[src/rtl/sim_uart_agent.sv]
// Bench-side UART agent: queued TX serialiser and RX deserialiser with parity/framing status.
// Runs on the system clock; one instance per UART channel.
module sim_uart_agent #(
  parameter int CLKS_PER_BIT = 868,
  parameter int DATA_BITS    = 8,
  parameter int PARITY       = 0,
  parameter int STOP_BITS    = 1,
  parameter int TXQ_DEPTH    = 16
) (
  input  logic                         clk,
  input  logic                         rst,
  input  logic                         push,
  input  logic [DATA_BITS-1:0]         push_data,
  output logic [$clog2(TXQ_DEPTH):0]   txq_level,
  output logic                         txq_full,
  output logic                         tx_busy,
  output logic                         tx_overflow,
  output logic                         serial_out,
  input  logic                         serial_in,
  output logic                         rx_valid,
  output logic [DATA_BITS-1:0]         rx_data,
  output logic                         rx_parity_err,
  output logic                         rx_frame_err,
  output logic [2:0]                   tx_state,
  output logic [2:0]                   rx_state
);

  localparam int AW        = $clog2(TXQ_DEPTH);
  localparam int CW        = AW + 1;
  localparam int STOP_CLKS = STOP_BITS * CLKS_PER_BIT;
  localparam int TW        = $clog2(STOP_CLKS + 1);
  localparam int IW        = $clog2(DATA_BITS);

  localparam logic [TW-1:0] BIT_LAST  = TW'(CLKS_PER_BIT - 1);
  localparam logic [TW-1:0] HALF_LAST = TW'(CLKS_PER_BIT / 2 - 1);
  localparam logic [TW-1:0] STOP_LAST = TW'(STOP_CLKS - 1);
  localparam logic [IW-1:0] IDX_LAST  = IW'(DATA_BITS - 1);
  localparam logic [CW-1:0] DEPTH     = CW'(TXQ_DEPTH);
  localparam logic          PAR_EN    = (PARITY != 0);
  localparam logic          PAR_ODD   = (PARITY == 1);

  localparam logic [2:0] TX_IDLE  = 3'd0;
  localparam logic [2:0] TX_LOAD  = 3'd1;
  localparam logic [2:0] TX_START = 3'd2;
  localparam logic [2:0] TX_DATA  = 3'd3;
  localparam logic [2:0] TX_PAR   = 3'd4;
  localparam logic [2:0] TX_STOP  = 3'd5;

  localparam logic [2:0] RX_IDLE  = 3'd0;
  localparam logic [2:0] RX_START = 3'd1;
  localparam logic [2:0] RX_DATA  = 3'd2;
  localparam logic [2:0] RX_PAR   = 3'd3;
  localparam logic [2:0] RX_STOP  = 3'd4;

  // Handshake: push_data is taken on any cycle push is high and the queue has room
  // (or is popped that same cycle); there is no back-pressure, a refused push only sets tx_overflow.

  // ---------------- TX queue ----------------
  logic [DATA_BITS-1:0] mem [TXQ_DEPTH];
  logic [AW-1:0]        wr_ptr;
  logic [AW-1:0]        rd_ptr;
  logic [CW-1:0]        count;
  logic                 pop;
  logic                 push_ok;

  assign pop       = (tx_state == TX_IDLE) && (count != '0);
  assign push_ok   = push && ((count != DEPTH) || pop);
  assign txq_level = count;
  assign txq_full  = (count == DEPTH);
  assign tx_busy   = (tx_state != TX_IDLE) || (count != '0);

  always_ff @(posedge clk) begin
    if (push_ok) mem[wr_ptr] <= push_data;
  end

  always_ff @(posedge clk or posedge rst) begin
    if (rst) begin
      wr_ptr      <= '0;
      rd_ptr      <= '0;
      count       <= '0;
      tx_overflow <= 1'b0;
    end else begin
      if (push_ok) wr_ptr <= wr_ptr + 1'b1;
      if (pop)     rd_ptr <= rd_ptr + 1'b1;
      count <= count + CW'(push_ok) - CW'(pop);
      if (push && !push_ok) tx_overflow <= 1'b1;
    end
  end

  // ---------------- TX serialiser ----------------
  // serial_out is updated on the same edge as the state it represents, so the line has no lag.
  logic [DATA_BITS-1:0] tx_shreg;
  logic                 tx_par;
  logic [TW-1:0]        tx_timer;
  logic [IW-1:0]        tx_idx;

  always_ff @(posedge clk or posedge rst) begin
    if (rst) begin
      tx_state   <= TX_IDLE;
      serial_out <= 1'b1;
      tx_shreg   <= '0;
      tx_par     <= 1'b0;
      tx_timer   <= '0;
      tx_idx     <= '0;
    end else begin
      case (tx_state)
        TX_IDLE: begin
          if (pop) begin
            tx_shreg <= mem[rd_ptr];
            tx_par   <= (^mem[rd_ptr]) ^ PAR_ODD;
            tx_state <= TX_LOAD;
          end
        end
        TX_LOAD: begin
          tx_state   <= TX_START;
          serial_out <= 1'b0;
          tx_timer   <= '0;
        end
        TX_START: begin
          if (tx_timer == BIT_LAST) begin
            tx_timer   <= '0;
            tx_idx     <= '0;
            tx_state   <= TX_DATA;
            serial_out <= tx_shreg[0];
          end else tx_timer <= tx_timer + 1'b1;
        end
        TX_DATA: begin
          if (tx_timer == BIT_LAST) begin
            tx_timer <= '0;
            if (tx_idx == IDX_LAST) begin
              tx_state   <= PAR_EN ? TX_PAR : TX_STOP;
              serial_out <= PAR_EN ? tx_par : 1'b1;
            end else begin
              tx_idx     <= tx_idx + 1'b1;
              tx_shreg   <= tx_shreg >> 1;
              serial_out <= tx_shreg[1];
            end
          end else tx_timer <= tx_timer + 1'b1;
        end
        TX_PAR: begin
          if (tx_timer == BIT_LAST) begin
            tx_timer   <= '0;
            tx_state   <= TX_STOP;
            serial_out <= 1'b1;
          end else tx_timer <= tx_timer + 1'b1;
        end
        TX_STOP: begin
          if (tx_timer == STOP_LAST) begin
            tx_timer <= '0;
            tx_state <= TX_IDLE;
          end else tx_timer <= tx_timer + 1'b1;
        end
        default: begin
          tx_state   <= TX_IDLE;
          serial_out <= 1'b1;
        end
      endcase
    end
  end

  // ---------------- RX deserialiser ----------------
  logic                 sync1;
  logic                 sync2;
  logic                 rx_prev;
  logic                 fall;
  logic [DATA_BITS-1:0] rx_shreg;
  logic                 rx_par_bit;
  logic [TW-1:0]        rx_timer;
  logic [IW-1:0]        rx_idx;

  always_ff @(posedge clk or posedge rst) begin
    if (rst) begin
      sync1   <= 1'b1;
      sync2   <= 1'b1;
      rx_prev <= 1'b1;
    end else begin
      sync1   <= serial_in;
      sync2   <= sync1;
      rx_prev <= sync2;
    end
  end

  assign fall = rx_prev & ~sync2;

  always_ff @(posedge clk or posedge rst) begin
    if (rst) begin
      rx_state      <= RX_IDLE;
      rx_shreg      <= '0;
      rx_par_bit    <= 1'b0;
      rx_timer      <= '0;
      rx_idx        <= '0;
      rx_valid      <= 1'b0;
      rx_data       <= '0;
      rx_parity_err <= 1'b0;
      rx_frame_err  <= 1'b0;
    end else begin
      rx_valid <= 1'b0;
      case (rx_state)
        RX_IDLE: begin
          if (fall) begin
            rx_state <= RX_START;
            rx_timer <= '0;
          end
        end
        RX_START: begin
          // Half-bit sample rejects glitches shorter than the start-bit midpoint.
          if (rx_timer == HALF_LAST) begin
            rx_timer <= '0;
            rx_idx   <= '0;
            rx_state <= sync2 ? RX_IDLE : RX_DATA;
          end else rx_timer <= rx_timer + 1'b1;
        end
        RX_DATA: begin
          if (rx_timer == BIT_LAST) begin
            rx_timer <= '0;
            rx_shreg <= {sync2, rx_shreg[DATA_BITS-1:1]};
            if (rx_idx == IDX_LAST) rx_state <= PAR_EN ? RX_PAR : RX_STOP;
            else                    rx_idx   <= rx_idx + 1'b1;
          end else rx_timer <= rx_timer + 1'b1;
        end
        RX_PAR: begin
          if (rx_timer == BIT_LAST) begin
            rx_timer   <= '0;
            rx_par_bit <= sync2;
            rx_state   <= RX_STOP;
          end else rx_timer <= rx_timer + 1'b1;
        end
        RX_STOP: begin
          if (rx_timer == BIT_LAST) begin
            rx_timer      <= '0;
            rx_valid      <= 1'b1;
            rx_data       <= rx_shreg;
            rx_frame_err  <= ~sync2;
            rx_parity_err <= PAR_EN && ((^rx_shreg) ^ rx_par_bit ^ PAR_ODD);
            rx_state      <= RX_IDLE;
          end else rx_timer <= rx_timer + 1'b1;
        end
        default: rx_state <= RX_IDLE;
      endcase
    end
  end

endmodule
[config.mk]
export PLATFORM = sky130hd
export DESIGN_NAME = sim_uart_agent
export DESIGN_NICKNAME = d
export VERILOG_FILES = /design/src/rtl/sim_uart_agent.sv
export SDC_FILE = /design/constraint.sdc
export NUM_CORES = 1
export LEC_CHECK = 0
export ABC_AREA = 1
export CAP_MARGIN = 10
export CORE_ASPECT_RATIO = 1.25
export CORE_UTILIZATION = 25
export CTS_CLUSTER_SIZE = 8
export DETAILED_ROUTE_END_ITERATION = 8
export GPL_TIMING_DRIVEN = 0
export PLACE_DENSITY = 0.43
export RECOVER_POWER = 50
export SYNTH_ARGS = -nofsm -noshare
export SYNTH_HDL_FRONTEND = slang
export SYNTH_SLANG_ARGS = --single-unit
[constraint.sdc]
create_clock -name clk -period 2.8 [get_ports clk]
set_input_delay 0.56 -clock clk [delete_from_list [all_inputs] [get_ports clk]]
set_output_delay 0.56 -clock clk [all_outputs]
set_load 0.005 [all_outputs]
==> out/results.txt <==
share of cells above drive strength 1: 9.04%
Bufs and invs on worst path: 3
hpwl dp: 16.3 mm
violated checks: capacitance limit, slew limit
Die Ht: 218 microns
Peak Freq: 388 MHz
Final setup viols: 0
first-pass GRT wire length: 38.0 mm
Internal Pwr Total: 5.93 mW
Gate power share: 15.8%
Clk network pwr share: 39.2%
final worst path period share: 92.0%
Worst path slowest cell: clkdlybuf4s50_1
CTS Root Cell: clkbuf_16
yosys warns: 0
worst endpoint data arrival time: 2020 ps
Finished Cell Area: 0.0112 sq mm
vias in the first global route: 6837
Cells on Worst Hold Path: 0
GR Layer Usage met1: 15.4%
clk_skew: 16.7 ps
worst-case reg-to-reg path depth: 9
placed cell count: 1510
die area: 0.0382 sq mm
Initial DRC Count: 344
synthesized cell area: 0.00935 sq mm
Critical Path Source Type: flip-flop
vias: 6623
Clock transition at path regs: 60 ps
CTS tree: built
starting density of the core: 25.5%
Power Density: 738 mW/mm^2
worst r2r dst: mem[9][2]$_DFFE_PP_
I/O Pins: 38
initial antenna violation count: 1
Die X: 175 microns
Total GRT Usage: 12.9%
grt ovf: 0
postcts setup bufs: 0
worst r2r src: txq_level[2]$_DFF_PP0_
routed len/inst: 15.1 microns
Least-Margin Pin Slew: 1560 ps
DRT antenna net count: 0
Worst path max stage delay: 440 ps
RSZ-0062 raised after global routing: no
CTS sink cnt: 204
floorplan row count: 78
DR pass1 iterations: 4
most frequent CP cell: inv_1
largest net degree at the start of global routing: 46
crit path capture type: output port
GRT busiest layer: met2
placed cell areas: 0.0103 sq mm
met2 Track Usage GR: 23.3%
number of flops mapped to enable cells by yosys: 128
Worst Hold Launch: sync1$_DFF_PP1_
count leader, synth: nand2_1
Distinct cells, synth: 37
CP Max Fanout: 3
CP Class: flip-flop to output port
NumNets Final: 1091
Clock Path Buffers: 3
Post-Synthesis Cells: 993
Final Core Density: 30.5%
ys flop type: edfxtp_1
Via-to-Cell Ratio: 4.23
area occupied by multi-input gates: 0.00303 sq mm
P_leak: 4.73 nW
sw power: 2.31 mW
Sw Ratio: 28.1%
post-synth top area share: 41.1%
reg-to-reg setup timing slack: 330 ps
VDD IR max: 0.000628 V
Max-cap violations: 1
Fin Hold WS: 359 ps
Synth area leader: edfxtp_1
Synth Net Count: 1023
Reg area: 0.00575 sq mm
status: complete, but fails checks
Post-Route WL: 23.7 mm
Core ar.: 0.0366 sq mm
worst path required time: 2240 ps
Async SR Flop Fraction: 37.3%
crit-path leading delay family: buffers and inverters
final hold vios: 0
Port-buffer cells: 36
min Tclk post-route: 2580 ps
Yosys reg bits: 204
Slew Limit Headroom: -4.71%
CP cell instances: inv_1 > ha_1 > nand3_1 > nor2_1 > inv_1 > clkdlybuf4s50_1
DRC: 0
routability cong.: 0.809
Post-Syn Area per Cell: 9.41 sq um
Hold Crit Endpoint: sync2$_DFF_PP1_
Seq/Total Area, Yosys: 61.5%
max-slew violations: 32
CTS buffer count: 29
Fill cells: 3827
Worst-Skew Late Latency: 550 ps
H-tree depth: 1
Seq pwr share: 45.0%
Synth area leaders: edfxtp_1, dfrtp_1, nand2_1
ant diodes: 0
met3 global-route usage: 1.84%
hold crit path type: flip-flop to flip-flop
Post-synth top cells: nand2_1, edfxtp_1, nor2_1
P&R area growth vs syn: 19.4%
non-filler instance count after layout: 1564
cells by family (layout without fill, tap and decap cells):
logic type | after synthesis | after routing | share of synthesized area [%]
flops | 204 | 204 | 61.5
fa+ha+maj | 18 | 18 | 2.49
simple gates | 556 | 556 | 25.0
compound gates | 67 | 67 | 3.90
other cells | 1 | 1 | 0.0401
buf+inv | 134 | 225 | 5.86
xor+xnor | 13 | 13 | 1.22
routing by layer:
layer / wire length (microns) / vias to the layer above
li1: - / 3343
met2: 12000 / 101
met4: 683 / 0
met3: 894 / 42
met1: 10100 / 3137
met5: 0 / -
power by group through the flow:
stage	combinational, mW	clock (mW)	sequential, mW
global placement	1.32	0	3.77
finish	1.30	3.23	3.71
detailed placement	1.33	0	3.77
floorplan	0.870	0	3.73
global route	1.50	3.45	3.75
CTS	1.34	3.34	3.72
cell type report:
type / count / share of cell area (%)
clock buffer: 52 / 7.28
clock inverter: 2 / 0.224
sequential: 204 / 51.5
multi-input combinational: 655 / 27.2
tap: 480 / 5.38
timing repair buffer: 37 / 3.48
inverter: 107 / 3.62
buffer: 27 / 1.30
sequential cells by signal, indices dropped and copies added, names as in the netlist, 4 cells and up:
register / cells
tx_timer: 10
mem: 128
rd_ptr: 4
tx_shreg: 8
wr_ptr: 4
rx_shreg: 8
rx_timer: 10
txq_level: 5
rx_data: 8
stage by stage:
step	setup TNS [ps]	total power [mW]	worst slack [ps]
5_1_grt	0	8.70	31.9
4_1_cts	0	8.40	126
2_1_floorplan	0	4.60	308
3_5_place_dp	-1400	5.10	-126
6_report	0	8.24	224
3_3_place_gp	-97760	5.08	-1310
timing repair:
item	in CTS	in global routing
gates resized for setup	0	1
hold buffers	0	0
endpoints found under the setup margin	0	8
how the worst max path moves through the flow:
stage	startpoint	to	slack (ps)	depth (start not counted)
4_1_cts	txq_level[2]$_DFF_PP0_	mem[8][2]$_DFFE_PP_	130	9
3_3_place_gp	rst	rx_shreg[0]$_DFFE_PP0P_	-1310	2
2_1_floorplan	rst	rd_ptr[0]$_DFFE_PP0N_	310	1
5_1_grt	txq_level[2]$_DFF_PP0_	tx_busy	30	6
6_report	txq_level[2]$_DFF_PP0_	tx_busy	220	6
3_5_place_dp	push	mem[8][6]$_DFFE_PP_	-130	5
cells in the final DEF (no fill, tap or decap), types with 2 or more instances in the layout:
master and count:
inv_1 91, dfrtp_1 72, a21boi_1 2, xnor2_1 2, inv_2 13, nor2_1 108
buf_6 2, ha_1 17, o22ai_1 4, buf_2 14, edfxtp_1 128, dfstp_2 3
o211ai_1 2, clkdlybuf4s50_1 26, dlygate4sd3_1 10, nor3_4 2, nand2_2 12, nand3_1 78
clkbuf_16 29, xor2_1 11, clkinvlp_2 2, nand4_1 8, o21ai_0 37, nand2_1 334
clkbuf_1 31, a21oi_1 8, nand3_2 4, nor2_2 6, o21ai_2 2, o21ai_1 10
buf_4 3
Note: power is estimated with default switching activity, not from simulation.
